`src/rtl/bram_port_arbiter_pkg.sv`:
```
// Shared types for the two-requester BRAM port arbiter: FSM states, owner IDs and
// the response-pipe tag.
package bram_port_arbiter_pkg;

    typedef enum logic {
        ST_INIT = 1'b0,
        ST_RUN  = 1'b1
    } arb_state_e;

    localparam logic OWN_M0 = 1'b0;
    localparam logic OWN_M1 = 1'b1;

    typedef struct packed {
        logic vld;
        logic own;
    } rsp_tag_t;

endpackage

```
`src/rtl/bram_port_arbiter_if.sv`:
```
// Request/response channels of both requesters plus the BRAM port, seen from the arbiter
// (slave) and from the clients/BRAM side (master).
interface bram_port_arbiter_if #(
    parameter int DATA_WIDTH = 8,
    parameter int ADDR_WIDTH = 4
);
    logic                  m0_valid, m0_we, m0_ready, m0_rvalid;
    logic [ADDR_WIDTH-1:0] m0_addr;
    logic [DATA_WIDTH-1:0] m0_wdata, m0_rdata;
    logic                  m1_valid, m1_we, m1_ready, m1_rvalid;
    logic [ADDR_WIDTH-1:0] m1_addr;
    logic [DATA_WIDTH-1:0] m1_wdata, m1_rdata;
    logic                  bram_we, bram_re;
    logic [ADDR_WIDTH-1:0] bram_addr;
    logic [DATA_WIDTH-1:0] bram_din, bram_dout;
    logic                  init_done;

    modport slave (
        input  m0_valid, m0_we, m0_addr, m0_wdata,
        input  m1_valid, m1_we, m1_addr, m1_wdata,
        input  bram_dout,
        output m0_ready, m0_rvalid, m0_rdata,
        output m1_ready, m1_rvalid, m1_rdata,
        output bram_we, bram_re, bram_addr, bram_din,
        output init_done
    );

    modport master (
        output m0_valid, m0_we, m0_addr, m0_wdata,
        output m1_valid, m1_we, m1_addr, m1_wdata,
        output bram_dout,
        input  m0_ready, m0_rvalid, m0_rdata,
        input  m1_ready, m1_rvalid, m1_rdata,
        input  bram_we, bram_re, bram_addr, bram_din,
        input  init_done
    );
endinterface

```
`src/rtl/bram_port_arbiter_rr.sv`:
```
// rr_arbiter_2: two-way round-robin with a combinational grant; the priority pointer
// only moves when the grant is actually taken.
module rr_arbiter_2
    import bram_port_arbiter_pkg::*;
(
    input  logic       clk,
    input  logic       rst,
    input  logic [1:0] req,
    input  logic       accept,
    output logic [1:0] gnt
);
    logic prio;  // requester favoured on the next tie

    always_comb begin
        gnt = req;
        if (req == 2'b11)
            gnt = (prio == OWN_M0) ? 2'b01 : 2'b10;
    end

    always_ff @(posedge clk or posedge rst) begin
        if (rst)
            prio <= OWN_M0;
        else if (accept)
            prio <= gnt[0] ? OWN_M1 : OWN_M0;
    end
endmodule

```
`src/rtl/bram_port_arbiter.sv`:
```
// Shares one single-port BRAM between requesters m0/m1 with round-robin arbitration.
// Define BRAM_ARB_INIT_EN to zero-fill the BRAM during INIT before accepting requests.
module bram_port_arbiter
    import bram_port_arbiter_pkg::*;
#(
    parameter int DATA_WIDTH = 8,
    parameter int ADDR_WIDTH = 4,
    parameter int RD_LATENCY = 1
) (
    input  logic                  clk,
    input  logic                  rst,
    bram_port_arbiter_if.slave    bus
);
    arb_state_e            state, state_nxt;
    logic                  run, acc, sel, sel_we;
    logic [1:0]            req, gnt;
    logic [ADDR_WIDTH-1:0] sel_addr, init_addr;
    logic [DATA_WIDTH-1:0] sel_wdata;
    logic                  init_wr;
    logic                  we_q, re_q;
    logic [ADDR_WIDTH-1:0] addr_q;
    logic [DATA_WIDTH-1:0] din_q;
    rsp_tag_t [RD_LATENCY:0] vld_pipe;
    rsp_tag_t              rsp;

`ifdef BRAM_ARB_INIT_EN
    // Extra MSB marks the walk as finished.
    logic [ADDR_WIDTH:0] init_cnt;

    always_ff @(posedge clk or posedge rst) begin
        if (rst)
            init_cnt <= '0;
        else if (init_wr)
            init_cnt <= init_cnt + 1'b1;
    end

    assign init_wr   = (state == ST_INIT) && !init_cnt[ADDR_WIDTH];
    assign init_addr = init_cnt[ADDR_WIDTH-1:0];

    always_comb begin
        state_nxt = state;
        if (state == ST_INIT && init_cnt[ADDR_WIDTH])
            state_nxt = ST_RUN;
    end
`else
    assign init_wr   = 1'b0;
    assign init_addr = '0;

    always_comb begin
        state_nxt = state;
        if (state == ST_INIT)
            state_nxt = ST_RUN;
    end
`endif

    always_ff @(posedge clk or posedge rst) begin
        if (rst)
            state <= ST_INIT;
        else
            state <= state_nxt;
    end

    assign run = (state == ST_RUN);
    assign req = {bus.m1_valid, bus.m0_valid} & {2{run}};

    rr_arbiter_2 u_rr (
        .clk    (clk),
        .rst    (rst),
        .req    (req),
        .accept (acc),
        .gnt    (gnt)
    );

    assign acc       = |gnt;
    assign sel       = gnt[1] ? OWN_M1 : OWN_M0;
    assign sel_we    = sel ? bus.m1_we    : bus.m0_we;
    assign sel_addr  = sel ? bus.m1_addr  : bus.m0_addr;
    assign sel_wdata = sel ? bus.m1_wdata : bus.m0_wdata;

    // BRAM port is registered; addr/din hold on idle cycles.
    always_ff @(posedge clk or posedge rst) begin
        if (rst) begin
            we_q   <= 1'b0;
            re_q   <= 1'b0;
            addr_q <= '0;
            din_q  <= '0;
        end else if (init_wr) begin
            we_q   <= 1'b1;
            re_q   <= 1'b0;
            addr_q <= init_addr;
            din_q  <= '0;
        end else begin
            we_q <= acc & sel_we;
            re_q <= acc & ~sel_we;
            if (acc)
                addr_q <= sel_addr;
            if (acc && sel_we)
                din_q <= sel_wdata;
        end
    end

    // Stage RD_LATENCY lines up with bram_dout for the read issued RD_LATENCY+1 edges earlier.
    always_ff @(posedge clk or posedge rst) begin
        if (rst) begin
            vld_pipe <= '0;
        end else begin
            vld_pipe[0] <= '{vld: acc & ~sel_we, own: sel};
            for (int i = 1; i <= RD_LATENCY; i++)
                vld_pipe[i] <= vld_pipe[i-1];
        end
    end

    assign rsp = vld_pipe[RD_LATENCY];

    assign bus.m0_ready  = gnt[0];
    assign bus.m1_ready  = gnt[1];
    assign bus.m0_rvalid = rsp.vld && (rsp.own == OWN_M0);
    assign bus.m1_rvalid = rsp.vld && (rsp.own == OWN_M1);
    assign bus.m0_rdata  = bus.m0_rvalid ? bus.bram_dout : '0;
    assign bus.m1_rdata  = bus.m1_rvalid ? bus.bram_dout : '0;
    assign bus.bram_we   = we_q;
    assign bus.bram_re   = re_q;
    assign bus.bram_addr = addr_q;
    assign bus.bram_din  = din_q;
    assign bus.init_done = run;
endmodule

```
`src/flat_wrapper.sv`:
```
// flat-port wrapper written by rule: the top's interface ports become plain ports
module bram_port_arbiter_flat import bram_port_arbiter_pkg::*;
#(
    parameter int DATA_WIDTH = 8,
    parameter int ADDR_WIDTH = 4,
    parameter int RD_LATENCY = 1
)
  (clk, rst, bus_m0_valid, bus_m0_we, bus_m0_addr, bus_m0_wdata, bus_m1_valid, bus_m1_we, bus_m1_addr, bus_m1_wdata, bus_bram_dout, bus_m0_ready, bus_m0_rvalid, bus_m0_rdata, bus_m1_ready, bus_m1_rvalid, bus_m1_rdata, bus_bram_we, bus_bram_re, bus_bram_addr, bus_bram_din, bus_init_done);
  bram_port_arbiter_if #(.DATA_WIDTH(DATA_WIDTH), .ADDR_WIDTH(ADDR_WIDTH)) bus_i ();
  input  logic clk;
  input  logic rst;
  input wire logic [$bits(bus_i.m0_valid)-1:0] bus_m0_valid;
  input wire logic [$bits(bus_i.m0_we)-1:0] bus_m0_we;
  input wire logic [$bits(bus_i.m0_addr)-1:0] bus_m0_addr;
  input wire logic [$bits(bus_i.m0_wdata)-1:0] bus_m0_wdata;
  input wire logic [$bits(bus_i.m1_valid)-1:0] bus_m1_valid;
  input wire logic [$bits(bus_i.m1_we)-1:0] bus_m1_we;
  input wire logic [$bits(bus_i.m1_addr)-1:0] bus_m1_addr;
  input wire logic [$bits(bus_i.m1_wdata)-1:0] bus_m1_wdata;
  input wire logic [$bits(bus_i.bram_dout)-1:0] bus_bram_dout;
  output wire logic [$bits(bus_i.m0_ready)-1:0] bus_m0_ready;
  output wire logic [$bits(bus_i.m0_rvalid)-1:0] bus_m0_rvalid;
  output wire logic [$bits(bus_i.m0_rdata)-1:0] bus_m0_rdata;
  output wire logic [$bits(bus_i.m1_ready)-1:0] bus_m1_ready;
  output wire logic [$bits(bus_i.m1_rvalid)-1:0] bus_m1_rvalid;
  output wire logic [$bits(bus_i.m1_rdata)-1:0] bus_m1_rdata;
  output wire logic [$bits(bus_i.bram_we)-1:0] bus_bram_we;
  output wire logic [$bits(bus_i.bram_re)-1:0] bus_bram_re;
  output wire logic [$bits(bus_i.bram_addr)-1:0] bus_bram_addr;
  output wire logic [$bits(bus_i.bram_din)-1:0] bus_bram_din;
  output wire logic [$bits(bus_i.init_done)-1:0] bus_init_done;
  assign bus_i.m0_valid = bus_m0_valid;
  assign bus_i.m0_we = bus_m0_we;
  assign bus_i.m0_addr = bus_m0_addr;
  assign bus_i.m0_wdata = bus_m0_wdata;
  assign bus_i.m1_valid = bus_m1_valid;
  assign bus_i.m1_we = bus_m1_we;
  assign bus_i.m1_addr = bus_m1_addr;
  assign bus_i.m1_wdata = bus_m1_wdata;
  assign bus_i.bram_dout = bus_bram_dout;
  assign bus_m0_ready = bus_i.m0_ready;
  assign bus_m0_rvalid = bus_i.m0_rvalid;
  assign bus_m0_rdata = bus_i.m0_rdata;
  assign bus_m1_ready = bus_i.m1_ready;
  assign bus_m1_rvalid = bus_i.m1_rvalid;
  assign bus_m1_rdata = bus_i.m1_rdata;
  assign bus_bram_we = bus_i.bram_we;
  assign bus_bram_re = bus_i.bram_re;
  assign bus_bram_addr = bus_i.bram_addr;
  assign bus_bram_din = bus_i.bram_din;
  assign bus_init_done = bus_i.init_done;
  bram_port_arbiter #(.DATA_WIDTH(DATA_WIDTH), .ADDR_WIDTH(ADDR_WIDTH), .RD_LATENCY(RD_LATENCY)) u_core (.clk(clk), .rst(rst), .bus(bus_i));
endmodule
```
`config.mk`:
```
export PLATFORM = sky130hd
export DESIGN_NAME = bram_port_arbiter_flat
export DESIGN_NICKNAME = d
export VERILOG_FILES = /design/src/rtl/bram_port_arbiter_pkg.sv /design/src/rtl/bram_port_arbiter_if.sv /design/src/rtl/bram_port_arbiter_rr.sv /design/src/rtl/bram_port_arbiter.sv /design/src/flat_wrapper.sv
export SDC_FILE = /design/constraint.sdc
export NUM_CORES = 1
export LEC_CHECK = 0
export CAP_MARGIN = 15
export CORE_ASPECT_RATIO = 1.75
export CORE_MARGIN = 2
export CORE_UTILIZATION = 30
export CTS_BUF_LIST = sky130_fd_sc_hd__clkbuf_16
export DETAILED_ROUTE_END_ITERATION = 12
export PLACE_DENSITY = 0.74
export SLEW_MARGIN = 20
export SYNTH_ARGS = -nofsm -noshare
export SYNTH_HDL_FRONTEND = slang
export SYNTH_SLANG_ARGS = --single-unit
```
`constraint.sdc`:
```
create_clock -name clk -period 1.4 [get_ports clk]
set_input_delay 0.21 -clock clk [delete_from_list [all_inputs] [get_ports clk]]
set_output_delay 0.21 -clock clk [all_outputs]
set_load 0.03 [all_outputs]
```
==> metrics.md <==
| Metric | Value |
|---|---|
| Tot Pwr | `2.03 mW` |
| Finished Cell Area | `2000 um^2` |
| CORE AREA | `about 3100 um^2` |
| Total number of vias | `between 1k and 1.5k` |
| Net Sw Frac | `0.311` |
| Avg WL per Cell | `roughly 14 um` |
| RSZ-0062 raised after global routing | `true` |
| Die width | `46.9 um` |
| Sw Pwr | `0.631 mW` |
| Die ar. | `~3700 um^2` |
| Pint | `between 1 and 1.5 mW` |
| Synth Register Bits | `19` |
| Failing checks | `setup timing` |
| GR Overflow Total | `0` |
| Longest Clk Path Bufs | `2` |
| Yosys Warn Count | `0` |
| Nets | `215` |
| Post-route ant nets | `0` |
| CTS root buf | `clkbuf_16` |
| Layout cell share with drive strength beyond 1 | `0.409` |
| First-pass GRT wire length | `approximately 4800 um` |
| Final hold viol count | `0` |
| Number of distinct library cells after synthesis | `18` |
| Starting Density | `0.311` |
| Largest net degree at the start of global routing | `20` |
| Hold Slack | `0.280 ns` |
| Worst r2r path cells | `5` |
| Reg clk slew, reported paths | `about 0.050 ns` |
| N_diodes | `0` |
| Worst path depth | `5` |
| Pre-CTS setup slack | `-0.464 ns` |
| Crit Path Category | `flop to flop` |
| DRC Markers | `0` |
| CP max stage cell | `dfrtp_1` |
| P_leak | `~1.0 nW` |
| Via density | `4.63` |
| Area grow syn2layout | `107%` |
| WP buf/inv | `2` |
| Crit-path most repeated cell | `mux2_4` |
| Synthesized area | `around 970 um^2` |
| Placer Congestion | `between 0.7 and 0.8` |
| Detailed Place HPWL | `around 2400 um` |
| Port-buffer cells | `between 70 and 80` |
| CTS tree | `built` |
| Final setup fails | `9` |
| DR pass1 iterations | `2` |
| Ports | `73` |
| Cell row count | `27` |
| Area after DPL | `between 1500 and 2000 um^2` |
| Max H-tree Level | `1` |
| Worst setup EP type | `flop` |
| CP Max Fanout | `7` |
| Die H | `79.1 um` |
| Vias in the first global route | `a little over 1k` |
| Crit-path cells | `inv_2 > a21oi_4 > buf_12 > mux2_4 > mux2_4` |
| Syn nets | `between 100 and 150` |
| Antenna violations before repair | `0` |
| Cts hold-fix bufs | `0` |
| Max Clock Freq | `659 MHz` |
| Total track usage | `0.179` |
| Crit path time final | `between 1.5 and 2 ns` |
| Num Clock Sinks | `19` |
| Worst-Skew Late Latency | `approximately 0.25 ns` |
| CP Data Required Time | `between 1.5 and 2 ns` |
| Post-Route WL | `approximately 3100 um` |
| Sequential fraction of the synthesis area | `0.492` |
| CP startpoint kind | `flop` |
| Crit path largest cell delay | `~0.40 ns` |
| Top delay family on crit path | `multiplexers` |
| Clk network pwr share | `0.284` |
| Initial DRC Count | `10` |
| Pwr/cell area | `between 1000 and 1500 nW/um^2` |
| Most common cell after layout, fill and taps aside | `clkdlybuf4s50_1` |
| Final Skew | `0.00193 ns` |
| Post-route setup slack | `-0.117 ns` |
| Outcome | `complete, but fails checks` |
| Final period util | `1.08` |
| Arr. time, crit path | `roughly 1.7 ns` |
| Reg power frac | `0.342` |
| Hold Crit Class | `input pin to async pin` |
| Total Neg Setup Slack | `-0.800 ns` |
| Fin. max-slew vios | `0` |
| Post-Syn Instances | `just over 80` |
| Comb pwr share | `0.374` |
| Most frequent cells in the layout | `clkdlybuf4s50_1 (35), buf_4 (27), dfrtp_1 (17)` |
| Worst VDD drop | `approximately 0.94 mV` |
| Avg Inst Size Synth | `roughly 12 um^2` |
| TritonCTS Buffers | `3` |
| MaxCap Viol Count | `0` |
-- cells in the mapped netlist (all sizes together) --
cell | number | area share
conb | 1 | 0.0039
a211oi | 1 | 0.0078
inv | 3 | 0.012
a21o | 1 | 0.0078
nor2b | 2 | 0.013
mux2i | 4 | 0.041
and2 | 9 | 0.058
dfrtp | 19 | 0.49
a21oi | 2 | 0.034
buf | 1 | 0.012
mux2 | 16 | 0.20
clkbuf | 1 | 0.0039
and3 | 9 | 0.058
nand2 | 6 | 0.023
and4 | 1 | 0.0091
o21ai | 5 | 0.026
-- logic make-up after synthesis --
kind of cell	Yosys count	synth area share
other cells	1	0.00388
flops	19	0.492
simple gates	27	0.162
buf+inv	5	0.0272
mux	20	0.240
compound gates	9	0.0751
-- registers in the layout, summed over array words and instances (netlist names) --
signal / flops
u_core.bus.bram_addr: 4
u_core.bus.bram_din: 8
u_core.bus.bram_re: 1
u_core.bus.bram_we: 1
u_core.bus.init_done: 1
u_core.rsp: 2
u_core.u_rr.prio: 1
u_core.vld_pipe: 1
-- routing by layer --
layer  GRT usage  routed length [um]
met1       0.178                 980
met2       0.332                1740
met3      0.0295                 246
met4      0.0833                 101
met5           0                   0
-- worst register-to-register path: cells and delay by family (launching register included) --
family,cells,cell delay (ns)
DFF,1,0.40
buffers and inverters,2,0.23
muxes,2,0.57
AOI/OAI and AO/OA,1,0.21
-- area by class of cell --
| cell class | count | area [um^2] |
|---|---|---|
| Clock inverter | 1 | 5.00 |
| Clock buffer | 3 | 75.1 |
| Multi-Input combinational cell | 58 | 524 |
| Timing Repair Buffer | 92 | 853 |
| Inverter | 3 | 11.3 |
| Fill cell | 252 | 1110 |
| Tap cell | 43 | 53.8 |
| Sequential cell | 19 | 478 |
-- worst paths after layout --
| kind | start | to | slack [ns] |
|---|---|---|---|
| worst max-delay path | u_core.u_rr.prio | u_core.bus.bram_din[3] | -0.12 |
| max in group asynchronous | rst | u_core.rsp[0] | 0.91 |
| min in group clk | u_core.vld_pipe[0] | u_core.rsp[0] | 0.35 |
| worst min register to register | u_core.vld_pipe[0] | u_core.rsp[0] | 0.35 |
| worst max register to register | u_core.u_rr.prio | u_core.bus.bram_din[3] | -0.12 |
| worst min-delay path | rst | u_core.bus.bram_addr[3] | 0.28 |
-- power by group through the flow --
stage,sequential (mW),clock (mW),combinational [mW]
after global routing,0.709,0.624,0.804
after global placement,0.701,0,0.732
after floorplan,0.864,0,0.204
final,0.694,0.577,0.759
after CTS,0.690,0.593,0.738
after detailed placement,0.706,0,0.743
-- per-stage QoR --
step                       util  instances
final                     0.644        219
after CTS                 0.625        215
after global placement    0.571        205
after global routing      0.644        219
after floorplan               -         81
after detailed placement  0.571        205
-- timing repair --
action,CTS,global route
endpoints found under the setup margin,35,19
setup buffers,7,3
pin swaps,2,2
gates cloned,0,1
gates resized for setup,37,13
hold endpoints to repair,0,0
No activity file was read; power rests on OpenSTA's default activity.
